[src/rtl/vote_pkg.sv]
// vote_pkg: shared class/state encodings, default weights and tally sizing for the vote collector
package vote_pkg;
  localparam logic [1:0] CLS_NP = 2'd0;
  localparam logic [1:0] CLS_VIP = 2'd1;
  localparam logic [1:0] CLS_VVIP = 2'd2;
  localparam int NP_N_DEF = 32;
  localparam int VIP_N_DEF = 8;
  localparam int VIP_W_DEF = 4;
  localparam int VVIP_W_DEF = 16;
  localparam int THRESH_DEF = 32;
  typedef enum logic [1:0] {S_IDLE, S_OPEN, S_CLOSED} state_t;
  function automatic int tally_w(input int np_n, input int vip_n, input int vip_w, input int vvip_w);
    return $clog2(np_n + vip_n * vip_w + vvip_w + 1);
  endfunction
endpackage

[src/rtl/vote_ballot_check.sv]
// vote_ballot_check: classifies one ballot as legal/duplicate and yields its yes-weight
module vote_ballot_check
  import vote_pkg::*;
#(
  parameter int NP_N = NP_N_DEF,
  parameter int VIP_N = VIP_N_DEF,
  parameter int VIP_W = VIP_W_DEF,
  parameter int VVIP_W = VVIP_W_DEF,
  parameter int TW = 7
) (
  input  logic [1:0]       cls,
  input  logic [4:0]       id,
  input  logic [NP_N-1:0]  np_cast,
  input  logic [VIP_N-1:0] vip_cast,
  input  logic             vvip_cast,
  output logic             legal,
  output logic             dup,
  output logic [TW-1:0]    weight
);
  localparam int NB = $clog2(NP_N);
  localparam int VB = $clog2(VIP_N);
  always_comb begin
    legal = cls == CLS_NP ? 32'(id) < NP_N : cls == CLS_VIP ? 32'(id) < VIP_N : cls == CLS_VVIP;
    dup = cls == CLS_NP ? np_cast[id[NB-1:0]] : cls == CLS_VIP ? vip_cast[id[VB-1:0]] : vvip_cast;
    weight = cls == CLS_NP ? TW'(1) : cls == CLS_VIP ? TW'(VIP_W) : TW'(VVIP_W);
  end
endmodule

[src/rtl/vote_collector.sv]
// vote_collector: single-session ballot FSM with yes-bitmaps, weighted tally and latched result
module vote_collector
  import vote_pkg::*;
#(
  parameter int NP_N = NP_N_DEF,
  parameter int VIP_N = VIP_N_DEF,
  parameter int VIP_W = VIP_W_DEF,
  parameter int VVIP_W = VVIP_W_DEF,
  parameter int THRESH = THRESH_DEF,
  localparam int TW = tally_w(NP_N, VIP_N, VIP_W, VVIP_W)
) (
  input  logic             clk,
  input  logic             reset,
  input  logic             start,
  input  logic             close,
  input  logic             ballot_valid,
  input  logic [1:0]       ballot_class,
  input  logic [4:0]       ballot_id,
  input  logic             ballot_yes,
  output logic             ballot_ready,
  output logic [NP_N-1:0]  np,
  output logic [VIP_N-1:0] vip,
  output logic             vvip,
  output logic [TW-1:0]    tally,
  output logic             res,
  output logic             done,
  output logic             dup_err,
  output logic             inv_err
);
  localparam int NB = $clog2(NP_N);
  localparam int VB = $clog2(VIP_N);
  state_t state_q, state_d;
  logic [NP_N-1:0] np_q, np_d, npc_q, npc_d;
  logic [VIP_N-1:0] vip_q, vip_d, vipc_q, vipc_d;
  logic vvip_q, vvip_d, vvipc_q, vvipc_d;
  logic [TW-1:0] tally_q, tally_d, weight;
  logic res_q, res_d, dup_q, dup_d, inv_q, inv_d, legal, dup;
  vote_ballot_check #(.NP_N(NP_N), .VIP_N(VIP_N), .VIP_W(VIP_W), .VVIP_W(VVIP_W), .TW(TW)) u_check (
    .cls(ballot_class), .id(ballot_id), .np_cast(npc_q), .vip_cast(vipc_q), .vvip_cast(vvipc_q),
    .legal(legal), .dup(dup), .weight(weight)
  );
  always_comb begin
    state_d = state_q;
    np_d = np_q;
    vip_d = vip_q;
    vvip_d = vvip_q;
    npc_d = npc_q;
    vipc_d = vipc_q;
    vvipc_d = vvipc_q;
    tally_d = tally_q;
    res_d = res_q;
    dup_d = 1'b0;
    inv_d = 1'b0;
    if (state_q != S_OPEN && start) begin
      state_d = S_OPEN;
      np_d = '0;
      vip_d = '0;
      vvip_d = 1'b0;
      npc_d = '0;
      vipc_d = '0;
      vvipc_d = 1'b0;
      tally_d = '0;
      res_d = 1'b0;
    end else if (state_q == S_OPEN) begin
      state_d = close ? S_CLOSED : S_OPEN;
      if (ballot_valid && !legal) inv_d = 1'b1;
      else if (ballot_valid && dup) dup_d = 1'b1;
      else if (ballot_valid) begin
        if (ballot_class == CLS_NP) begin
          npc_d[ballot_id[NB-1:0]] = 1'b1;
          np_d[ballot_id[NB-1:0]] = ballot_yes;
        end else if (ballot_class == CLS_VIP) begin
          vipc_d[ballot_id[VB-1:0]] = 1'b1;
          vip_d[ballot_id[VB-1:0]] = ballot_yes;
        end else begin
          vvipc_d = 1'b1;
          vvip_d = ballot_yes;
        end
        tally_d = ballot_yes ? tally_q + weight : tally_q;
      end
      res_d = tally_d >= TW'(THRESH);
    end
  end
  always_ff @(posedge clk or posedge reset) begin
    if (reset) begin
      state_q <= S_IDLE;
      np_q <= '0;
      vip_q <= '0;
      vvip_q <= 1'b0;
      npc_q <= '0;
      vipc_q <= '0;
      vvipc_q <= 1'b0;
      tally_q <= '0;
      res_q <= 1'b0;
      dup_q <= 1'b0;
      inv_q <= 1'b0;
    end else begin
      state_q <= state_d;
      np_q <= np_d;
      vip_q <= vip_d;
      vvip_q <= vvip_d;
      npc_q <= npc_d;
      vipc_q <= vipc_d;
      vvipc_q <= vvipc_d;
      tally_q <= tally_d;
      res_q <= res_d;
      dup_q <= dup_d;
      inv_q <= inv_d;
    end
  end
  assign ballot_ready = state_q == S_OPEN;
  assign done = state_q == S_CLOSED;
  assign np = np_q;
  assign vip = vip_q;
  assign vvip = vvip_q;
  assign tally = tally_q;
  assign res = res_q;
  assign dup_err = dup_q;
  assign inv_err = inv_q;
endmodule

[config.mk]
export PLATFORM = sky130hd
export DESIGN_NAME = vote_collector
export DESIGN_NICKNAME = d
export VERILOG_FILES = /design/src/rtl/vote_pkg.sv /design/src/rtl/vote_ballot_check.sv /design/src/rtl/vote_collector.sv
export SDC_FILE = /design/constraint.sdc
export NUM_CORES = 1
export LEC_CHECK = 0
export BUFFER_PORTS_ARGS = -buffer_cell sky130_fd_sc_hd__buf_2
export CORE_MARGIN = 4
export CORE_UTILIZATION = 50
export DETAILED_ROUTE_END_ITERATION = 6
export GPL_TIMING_DRIVEN = 0
export PLACE_DENSITY_LB_ADDON = 0.1
export SLEW_MARGIN = 20
export SYNTH_ARGS = -nofsm -noshare
export SYNTH_HDL_FRONTEND = slang
export SYNTH_SLANG_ARGS = --single-unit
[constraint.sdc]
create_clock -name clk -period 3.85 [get_ports clk]
set_input_delay 0.5775 -clock clk [delete_from_list [all_inputs] [get_ports clk]]
set_output_delay 0.5775 -clock clk [all_outputs]
set_load 0.02 [all_outputs]
==> results of run 1 <==
[where the power goes]
group / leakage (nW) / switching, mW / internal [mW]
Combinational: 1.02 / 0.331 / 0.119
Clock: 0.0848 / 0.351 / 0.272
Sequential: 1.30 / 0.0303 / 1.04
Total: 2.40 / 0.712 / 1.43
[worst max-delay path, delay by kind of cell]
| family | cells | cell delay, ns |
|---|---|---|
| buffers and inverters | 3 | 0.96 |
| AO/OA/AOI/OAI | 1 | 0.33 |
| multiplexers | 2 | 0.58 |
| AND/OR/NAND/NOR | 3 | 0.66 |
[synth_stat cells, drive strengths merged, types with 5 or more instances]
cell type    n  share of area [%]
o21a        18                3.0
nand2b       6               0.82
buf         11                1.3
nor2b        8                1.1
clkbuf      20                1.6
mux4         5                2.5
dfrtp       94                 52
a21oi       11                1.2
mux2i       43                9.5
nor2       100                8.2
o21ai       16                1.8
nor3        34                7.1
nand2       31                2.6
[worst max path at each step]
stage                  from       to  slack, ns  cells after the start
3_3_place_gp          reset   vip[4]      -0.31                      2
2_1_floorplan         reset  dup_err       0.82                      1
3_5_place_dp   ballot_id[1]    np[7]       0.62                      9
6_report       ballot_id[1]    np[7]       0.96                      9
5_1_grt        ballot_id[1]    np[2]       0.83                      9
4_1_cts        ballot_id[1]    np[7]       1.00                      9
[per-layer routing]
layer / track usage [%] / part of all wire [%] / vias up
li1: - / - / 1646
met5: 0 / 0 / -
met2: 33.7 / 47 / 96
met4: 7.17 / 1.2 / 0
met1: 30.9 / 46 / 1661
met3: 4.09 / 5.4 / 11
[area by class of cell]
type,count,area [um^2]
Tap cell,108,135
Buffer,31,133
Clock inverter,4,31.3
Multi-Input combinational cell,310,2050
Fill cell,781,3600
Timing Repair Buffer,61,328
Clock buffer,12,155
Inverter,4,20.0
Sequential cell,94,2350
[sequential cells by signal (all words and copies together), names as in the netlist]
register	count
dup_err	1
inv_err	1
np	32
npc_q	32
res	1
state_q	2
tally	7
vip	8
vipc_q	8
vvip	1
vvipc_q	1
[logic make-up (layout without fill, tap and decap cells)]
group,count (synthesis),count (layout)
and+or+nand+nor,195,195
buffers and inverters,35,112
adders and majority gates,4,4
muxes,49,49
xor gates and xnor gates,3,3
AOI/OAI and AO/OA,59,59
DFF,94,94
[stage by stage]
step | util [%] | TNS, ns | setup WS (ns) | hold slack (ns) | cell area, um^2
2_1_floorplan | - | 0 | 0.824 | 0.459 | 4550
3_3_place_gp | 56.6 | -28.21 | -0.306 | 0.469 | 4990
3_5_place_dp | 57.0 | 0 | 0.622 | 0.479 | 5020
4_1_cts | 59.1 | 0 | 1.00 | 0.237 | 5210
5_1_grt | 59.1 | 0 | 0.827 | 0.248 | 5210
6_report | 59.1 | 0 | 0.960 | 0.224 | 5210
==> results.py, run 1 <==
metrics = {
    "status": {
        "status": "complete, no violations",
    },
    "worst_setup_path": {
        "crit_path_frequent_cell": "sky130_fd_sc_hd__buf_2",
        "worst_path_max_delay_cell": "sky130_fd_sc_hd__buf_2",
        "crit-reg2reg-launch": "npc_q[15]",
        "timing.reg2reg.setup_slack_ns": 1.18,
        "cpPeakStageDelay_ns": 0.38,
        "timing.critical_path.fanout_max": 10,
        "rr_worst_depth": 8,
        "start_kind": "primary input",
        "worst-setup-path-type": "primary input to flip-flop",
        "rr_endpoint": "np[7]",
        "cp.required_ns": 4.09,
        "path_cells": "clkbuf_1 -> buf_2 -> mux4_2 -> o2111ai_1 -> nand4_1 -> buf_2 -> nor3_2 -> mux2i_1 -> nor2_1",
        "setup.worst_path.end_class": "flip-flop",
        "critical_path_arrival_ns": 3.13,
    },
    "sta": {
        "maxSlewViolCount": 0,
        "finalHoldViolations": 0,
        "max_freq_mhz": 346,
        "clock_skew_ns": 0.0121,
        "grt_setup_unrepaired": "false",
        "setup-violations-final": 0,
        "tightest_pin_transition_ns": 0.637,
        "timing.final.crit_period_ns": 2.89,
        "finalCritPeriodShare_pct": 75.1,
        "max_slew_margin_pct": 57.3,
    },
    "yosys": {
        "syn-num-nets": 456,
        "ys_seq_elements": 94,
        "synth_cell_type_count": 42,
        "async_flop_share_pct": 100,
        "synth_simple_gate_area_share_pct": 22.5,
        "fraction_of_the_mapped_netlist_area_in_compound_gates_pct": 8.71,
        "fraction_of_the_yosys_area_taken_by_sequential_cells_pct": 51.7,
        "area_share_of_xor_xnor_cells_in_the_synthesized_design_pct": 0.577,
        "synth_top_family_by_area": "simple AND/OR/NAND/NOR gates",
        "synth_mux_area_share_pct": 12.2,
        "post_synth.cell_area_avg_um2": 10.4,
        "synth_cells": 439,
        "number_of_enable_flip_flop_cells_after_synthesis": 0,
        "synth_area_um2": 4550,
        "dominantRegCellSynth": "sky130_fd_sc_hd__dfrtp_1",
        "adder_cell_area_share_of_the_yosys_netlist_pct": 1.10,
        "ys.warnings.count": 0,
    },
    "clock_network": {
        "cts_buffers": 9,
        "post-cts-setup-buffers": 0,
        "cts_resized": 0,
        "cts_hold_buffers": 0,
        "clock_tree.buffer_depth": 2,
        "tritoncts": "yes",
        "worst_skew_pair.late_latency_ns": 0.37,
        "cts_root_buf": "sky130_fd_sc_hd__clkbuf_8",
        "cts_htree_levels": 3,
        "clock_slew_at_the_register_clock_pins_of_the_worst_setup_and_hold_paths_ns": 0.09,
        "tritoncts_num_sinks": 94,
    },
    "global_routing": {
        "overflow": 0,
        "grt_max_degree": 50,
        "grt_pass1_vias": 3394,
        "grt_usage_pct": 21.7,
        "grt_pass1_wl_mm": 17.7,
        "grt_antenna_before_repair": 0,
    },
    "placement": {
        "hpwl_after_detailed_placement_mm": 7.90,
        "dp.cells": 608,
        "globalplace.congestion": 0.839,
        "port_buffers": 60,
    },
    "routing": {
        "drt_iter0_drc": 222,
        "routedWlPerCell_um": 17.5,
        "drc": 0,
        "total_length_of_routed_wires_mm": 10.9,
        "drtPass1Iterations": 4,
        "drt.antenna.violating_nets": 0,
        "routed-via-count": 3414,
        "via_per_inst": 5.47,
    },
    "flow_run": {
        "cap_violations": 0,
    },
    "floorplanning": {
        "floorplan.die.width_um": 103,
        "die-height_um": 103,
        "num_io_pins": 66,
        "floorplan.rows": 34,
        "floorplan.core_area_um2": 8810,
        "dieArea_um2": 10700,
        "initial_utilization_pct": 51.7,
    },
    "layout": {
        "finish.net_count": 528,
        "final-instance-count-excl-fill": 624,
        "n_antenna_cell": 0,
        "mostFrequentLayoutCells": "sky130_fd_sc_hd__nor2_1, sky130_fd_sc_hd__dfrtp_1, sky130_fd_sc_hd__buf_2, sky130_fd_sc_hd__mux2i_1",
        "layout-area-overhead-vs-synth_pct": 14.4,
        "most_common_library_cell_in_the_layout_ignoring_fill_and_taps": "sky130_fd_sc_hd__nor2_1",
        "drive_gt1_share_pct": 24.6,
    },
    "pwr": {
        "max-vdd-ir-drop_mv": 0.186,
        "power.leakage_nw": 2.40,
        "power.density_nw_per_um2": 412,
        "totalPowerFinal_mw": 2.14,
    },
    "worst_hold_path": {
        "timing.hold.worst.class": "primary input to asynchronous set/reset pin",
    },
}
Note: power is estimated with default switching activity, not from simulation.
==> inputs of run 2 (changes only) <==
--- a/config.mk
+++ b/config.mk
@@ -5,6 +5,7 @@
 export SDC_FILE = /design/constraint.sdc
 export NUM_CORES = 1
 export LEC_CHECK = 0
+export ABC_AREA = 1
 export BUFFER_PORTS_ARGS = -buffer_cell sky130_fd_sc_hd__buf_2
 export CORE_MARGIN = 4
 export CORE_UTILIZATION = 50
==> constraint.sdc (replaced) <==
create_clock -name clk -period 2.7 [get_ports clk]
set_input_delay 0.405 -clock clk [delete_from_list [all_inputs] [get_ports clk]]
set_output_delay 0.405 -clock clk [all_outputs]
set_load 0.02 [all_outputs]
==> results.py, run 2 <==
metrics = {
    "sta": {
        "setup-violations-final": 0,
        "tightest_pin_transition_ns": 0.666,
        "finalHoldViolations": 0,
        "finalCritPeriodShare_pct": 87.5,
        "max_freq_mhz": 423,
        "grt_setup_unrepaired": "false",
        "max_slew_margin_pct": 55.6,
        "clock_skew_ns": 0.0148,
        "maxSlewViolCount": 0,
        "tns_ns": 0,
        "timing.final.crit_period_ns": 2.36,
        "finalWorstSetupSlack_ns": 0.338,
        "hold_slack_ns": 0.0765,
    },
    "clock_network": {
        "clock_tree.buffer_depth": 2,
        "cts_htree_levels": 3,
        "cts_hold_buffers": 0,
        "cts_root_buf": "sky130_fd_sc_hd__clkbuf_8",
        "worst_skew_pair.late_latency_ns": 0.37,
        "cts_resized": 0,
        "tritoncts_num_sinks": 94,
        "clock_slew_at_the_register_clock_pins_of_the_worst_setup_and_hold_paths_ns": 0.09,
        "cts_buffers": 9,
        "tritoncts": "yes",
        "post-cts-setup-buffers": 0,
    },
    "floorplanning": {
        "initial_utilization_pct": 51.1,
        "floorplan.rows": 36,
        "num_io_pins": 66,
        "dieArea_um2": 11600,
        "floorplan.core_area_um2": 9730,
        "floorplan.die.width_um": 108,
        "die-height_um": 108,
    },
    "worst_setup_path": {
        "start_kind": "flip-flop",
        "cp.required_ns": 2.99,
        "critical_path_arrival_ns": 2.65,
        "crit-reg2reg-launch": "state_q[1]",
        "timing.reg2reg.setup_slack_ns": 0.34,
        "worst-setup-path-type": "flip-flop to flip-flop",
        "timing.critical_path.fanout_max": 10,
        "setup.worst_path.end_class": "flip-flop",
        "rr_endpoint": "vvip",
        "rr_worst_depth": 9,
    },
    "yosys": {
        "synth_cell_type_count": 27,
        "number_of_enable_flip_flop_cells_after_synthesis": 0,
        "yosys.cell_count.top_type": "sky130_fd_sc_hd__nand2_1",
        "synth_area_leaders": "sky130_fd_sc_hd__dfrtp_1, sky130_fd_sc_hd__nand2_1, sky130_fd_sc_hd__nor2_1, sky130_fd_sc_hd__o21ai_0, sky130_fd_sc_hd__inv_1",
        "post_synth.cell_area_avg_um2": 7.14,
        "ys_seq_elements": 94,
        "post_synth_most_frequent_cells": "sky130_fd_sc_hd__nand2_1, sky130_fd_sc_hd__dfrtp_1, sky130_fd_sc_hd__nor2_1",
        "synth_cells": 696,
        "async_flop_share_pct": 100,
        "ys.warnings.count": 0,
        "synthDominantAreaCellType": "sky130_fd_sc_hd__dfrtp_1",
        "synth_largest_type_area_fraction_pct": 47.3,
        "synth_area_um2": 4970,
        "syn-num-nets": 713,
        "dominantRegCellSynth": "sky130_fd_sc_hd__dfrtp_1",
        "fraction_of_the_yosys_area_taken_by_sequential_cells_pct": 47.3,
    },
    "global_routing": {
        "grt_usage_pct": 23.9,
        "grt_antenna_before_repair": 0,
        "grt_max_degree": 30,
        "grt_pass1_wl_mm": 21.8,
        "grt_pass1_vias": 4469,
        "overflow": 0,
    },
    "pwr": {
        "power.density_nw_per_um2": 734,
        "power.leakage_nw": 2.93,
        "max-vdd-ir-drop_mv": 0.414,
        "totalPowerFinal_mw": 4.20,
    },
    "routing": {
        "drc": 0,
        "routedWlPerCell_um": 14.4,
        "via_per_inst": 5.20,
        "drtPass1Iterations": 5,
        "drt.antenna.violating_nets": 0,
        "drt_iter0_drc": 385,
        "routed-via-count": 4738,
        "total_length_of_routed_wires_mm": 13.1,
    },
    "worst_hold_path": {
        "timing.hold.worst.class": "primary input to asynchronous set/reset pin",
    },
    "placement": {
        "pre_cts_worst_setup_slack_ns": 0.0988,
        "globalplace.congestion": 0.867,
        "hpwl_after_detailed_placement_mm": 9.55,
        "dp.cells": 895,
        "port_buffers": 63,
        "place_area_um2": 5520,
    },
    "layout": {
        "finish.net_count": 790,
        "n_antenna_cell": 0,
        "layout-area-overhead-vs-synth_pct": 15.1,
        "most_common_library_cell_in_the_layout_ignoring_fill_and_taps": "sky130_fd_sc_hd__nand2_1",
        "post-route-cell-area_um2": 5720,
        "mostFrequentLayoutCells": "sky130_fd_sc_hd__nand2_1, sky130_fd_sc_hd__dfrtp_1, sky130_fd_sc_hd__nor2_1, sky130_fd_sc_hd__buf_2, sky130_fd_sc_hd__inv_1",
        "utilization_pct": 58.8,
        "final-instance-count-excl-fill": 911,
        "fillCellCount": 965,
        "drive_gt1_share_pct": 13.9,
    },
    "flow_run": {
        "cap_violations": 0,
    },
    "status": {
        "status": "complete, no violations",
    },
}
## run 2: critical path: stages, from the launching register on
cell and delay (ns):
sky130_fd_sc_hd__dfrtp_1 0.37, sky130_fd_sc_hd__inv_1 0.08, sky130_fd_sc_hd__nand2_1 0.13, sky130_fd_sc_hd__inv_2 0.19, sky130_fd_sc_hd__nor2_2 0.15, sky130_fd_sc_hd__inv_1 0.14
sky130_fd_sc_hd__clkbuf_1 0.39, sky130_fd_sc_hd__clkbuf_1 0.51, sky130_fd_sc_hd__o21ai_0 0.18, sky130_fd_sc_hd__nor2_1 0.13
## run 2: cell families after synthesis
| group | after synthesis | share of synthesized area (%) |
|---|---|---|
| flops | 94 | 47.3 |
| simple gates | 368 | 30.1 |
| buf+inv | 112 | 9.41 |
| fa+ha+maj | 4 | 1.01 |
| compound gates | 117 | 12.0 |
| xor+xnor | 1 | 0.176 |
## run 2: report_power, final
group,total [mW],internal [mW],switching [mW]
clock,0.948,0.456,0.492
combinational,1.40,0.441,0.963
sequential,1.85,1.67,0.183
## run 2: metal layers
layer  GRT usage (%)  part of all wire (%)  wire length, um  vias up
met3            4.38                   6.9              909       21
met1            32.3                    46             5980     2193
li1                -                     -                -     2350
met4            8.75                   2.0              259        0
met5               0                     0                0        -
met2            38.6                    46             5980      174
## run 2: how the worst max path moves through the flow
stage                             from  depth (start not counted)  slack, ns   endpoint
after floorplan           ballot_id[0]                         19       0.70     np[12]
after global routing        state_q[0]                          9       0.11  vipc_q[4]
after global placement    ballot_id[1]                         17       0.14  vipc_q[7]
after CTS                   state_q[0]                          8       0.10     vip[6]
final                       state_q[1]                          9       0.34       vvip
after detailed placement  ballot_id[1]                         17        0.1  vipc_q[7]
## run 2: area by class of cell
cell class	count	area [um^2]	area share (%)
Buffer	34	175	3.06
Clock buffer	13	149	2.60
Clock inverter	3	43.8	0.766
Inverter	78	297	5.18
Multi-Input combinational cell	490	2150	37.7
Sequential cell	94	2350	41.1
Tap cell	133	166	2.91
Timing Repair Buffer	66	383	6.69
==> inputs of run 3 (changes only) <==
--- a/config.mk
+++ b/config.mk
@@ -7,8 +7,8 @@
 export LEC_CHECK = 0
 export ABC_AREA = 1
 export BUFFER_PORTS_ARGS = -buffer_cell sky130_fd_sc_hd__buf_2
-export CORE_MARGIN = 4
 export CORE_UTILIZATION = 50
+export CTS_BUF_LIST = sky130_fd_sc_hd__clkbuf_8
 export DETAILED_ROUTE_END_ITERATION = 6
 export GPL_TIMING_DRIVEN = 0
 export PLACE_DENSITY_LB_ADDON = 0.1
==> results.py, run 3 (synthesized netlist as in run 2, its figures left out) <==
metrics = {
    "pwr": {
        "power.leakage_nw": 2.93,
        "max-vdd-ir-drop_mv": 0.427,
        "power.density_nw_per_um2": 737,
        "totalPowerFinal_mw": 4.20,
    },
    "placement": {
        "dp.cells": 894,
        "pre_cts_worst_setup_slack_ns": 0.0928,
        "port_buffers": 63,
        "hpwl_after_detailed_placement_mm": 9.41,
        "globalplace.congestion": 0.887,
        "place_area_um2": 5500,
    },
    "floorplanning": {
        "floorplan.die.width_um": 102,
        "dieArea_um2": 10300,
        "floorplan.rows": 36,
        "die-height_um": 102,
        "num_io_pins": 66,
        "floorplan.core_area_um2": 9680,
        "initial_utilization_pct": 51.3,
    },
    "global_routing": {
        "grt_usage_pct": 27.9,
        "grt_pass1_wl_mm": 21.8,
        "grt_pass1_vias": 4426,
        "grt_max_degree": 34,
        "overflow": 0,
        "grt_antenna_before_repair": 0,
    },
    "routing": {
        "drtPass1Iterations": 5,
        "routed-via-count": 4713,
        "total_length_of_routed_wires_mm": 13.0,
        "routedWlPerCell_um": 14.2,
        "drc": 0,
        "drt_iter0_drc": 258,
        "drt.antenna.violating_nets": 0,
        "via_per_inst": 5.18,
    },
    "clock_network": {
        "cts_buffers": 9,
        "worst_skew_pair.late_latency_ns": 0.37,
        "tritoncts": "yes",
        "cts_htree_levels": 3,
        "clock_tree.buffer_depth": 2,
        "clock_slew_at_the_register_clock_pins_of_the_worst_setup_and_hold_paths_ns": 0.09,
        "cts_resized": 0,
        "cts_root_buf": "sky130_fd_sc_hd__clkbuf_8",
        "tritoncts_num_sinks": 94,
        "cts_hold_buffers": 0,
        "post-cts-setup-buffers": 0,
    },
    "sta": {
        "finalCritPeriodShare_pct": 86.6,
        "finalHoldViolations": 0,
        "max_slew_margin_pct": 53.3,
        "finalWorstSetupSlack_ns": 0.362,
        "max_freq_mhz": 428,
        "maxSlewViolCount": 0,
        "timing.final.crit_period_ns": 2.34,
        "hold_slack_ns": 0.130,
        "grt_setup_unrepaired": "false",
        "setup-violations-final": 0,
        "tightest_pin_transition_ns": 0.699,
        "clock_skew_ns": 0.00872,
        "tns_ns": 0,
    },
    "worst_setup_path": {
        "start_kind": "flip-flop",
        "cpPeakStageDelay_ns": 0.44,
        "setup.worst_path.end_class": "flip-flop",
        "critical_path_arrival_ns": 2.60,
        "critical_path.startpoint": "state_q[0]",
        "path_cells": "nand2_1 -> inv_2 -> nor2_2 -> inv_1 -> nand2_1 -> clkinv_1 -> nand3_1 -> nand2_1",
        "crit_path_frequent_cell": "sky130_fd_sc_hd__nand2_1",
        "cp.required_ns": 2.96,
        "crit-reg2reg-launch": "state_q[0]",
        "timing.critical_path.fanout_max": 10,
        "worst-setup-path-type": "flip-flop to flip-flop",
        "worst_path_max_delay_cell": "sky130_fd_sc_hd__nor2_2",
    },
    "layout": {
        "final-instance-count-excl-fill": 910,
        "drive_gt1_share_pct": 14.0,
        "layout-area-overhead-vs-synth_pct": 14.6,
        "register_area_um2": 2350,
        "most_common_library_cell_in_the_layout_ignoring_fill_and_taps": "sky130_fd_sc_hd__nand2_1",
        "utilization_pct": 58.9,
        "fillCellCount": 925,
        "post-route-cell-area_um2": 5700,
        "n_antenna_cell": 0,
        "mostFrequentLayoutCells": "sky130_fd_sc_hd__nand2_1, sky130_fd_sc_hd__dfrtp_1, sky130_fd_sc_hd__nor2_1, sky130_fd_sc_hd__buf_2, sky130_fd_sc_hd__inv_1",
        "multi_input_area_um2": 2150,
        "finish.net_count": 789,
    },
    "worst_hold_path": {
        "timing.hold.worst.class": "primary input to asynchronous set/reset pin",
    },
    "flow_run": {
        "cap_violations": 0,
    },
    "status": {
        "status": "complete, no violations",
    },
}
==> run 3: final timing paths <==
kind	depth (start not counted)	slack (ns)	endpoint
worst max register to register	8	0.36	vip[1]
worst min register to register	2	0.47	np[15]
worst min-delay path	2	0.13	np[3]
min in group clk	2	0.26	state_q[1]
max in group asynchronous	4	1.74	npc_q[13]
worst max-delay path	8	0.36	vip[1]
==> run 3: layout make-up <==
cell class                      instances  share of cell area [%]
Buffer                                 34                    3.07
Clock buffer                           11                    2.66
Clock inverter                          5                   0.856
Inverter                               78                    5.20
Multi-Input combinational cell        490                    37.8
Sequential cell                        94                    41.3
Tap cell                              133                    2.92
Timing Repair Buffer                   65                    6.23
==> run 3: power breakdown <==
| part | internal (mW) | switching, mW | leakage (nW) | total, mW |
|---|---|---|---|---|
| registers | 1.67 | 0.180 | 1.29 | 1.85 |
| logic | 0.437 | 0.960 | 1.53 | 1.40 |
| clock network | 0.471 | 0.488 | 0.110 | 0.959 |
| total | 2.57 | 1.63 | 2.93 | 4.20 |
==> run 3: layer usage <==
layer	track usage [%]	part of all wire [%]	up-vias
li1	-	-	2362
met4	12.3	2.4	0
met5	0	0	-
met3	3.04	5.1	24
met1	38.3	46	2182
met2	44.8	46	145
==> run 3: worst max-delay path, delay by kind of cell (launching register included) <==
kind	cells	cell delay, ns
flip-flops	1	0.41
buffers and inverters	3	0.67
AND/OR/NAND/NOR	5	1.15
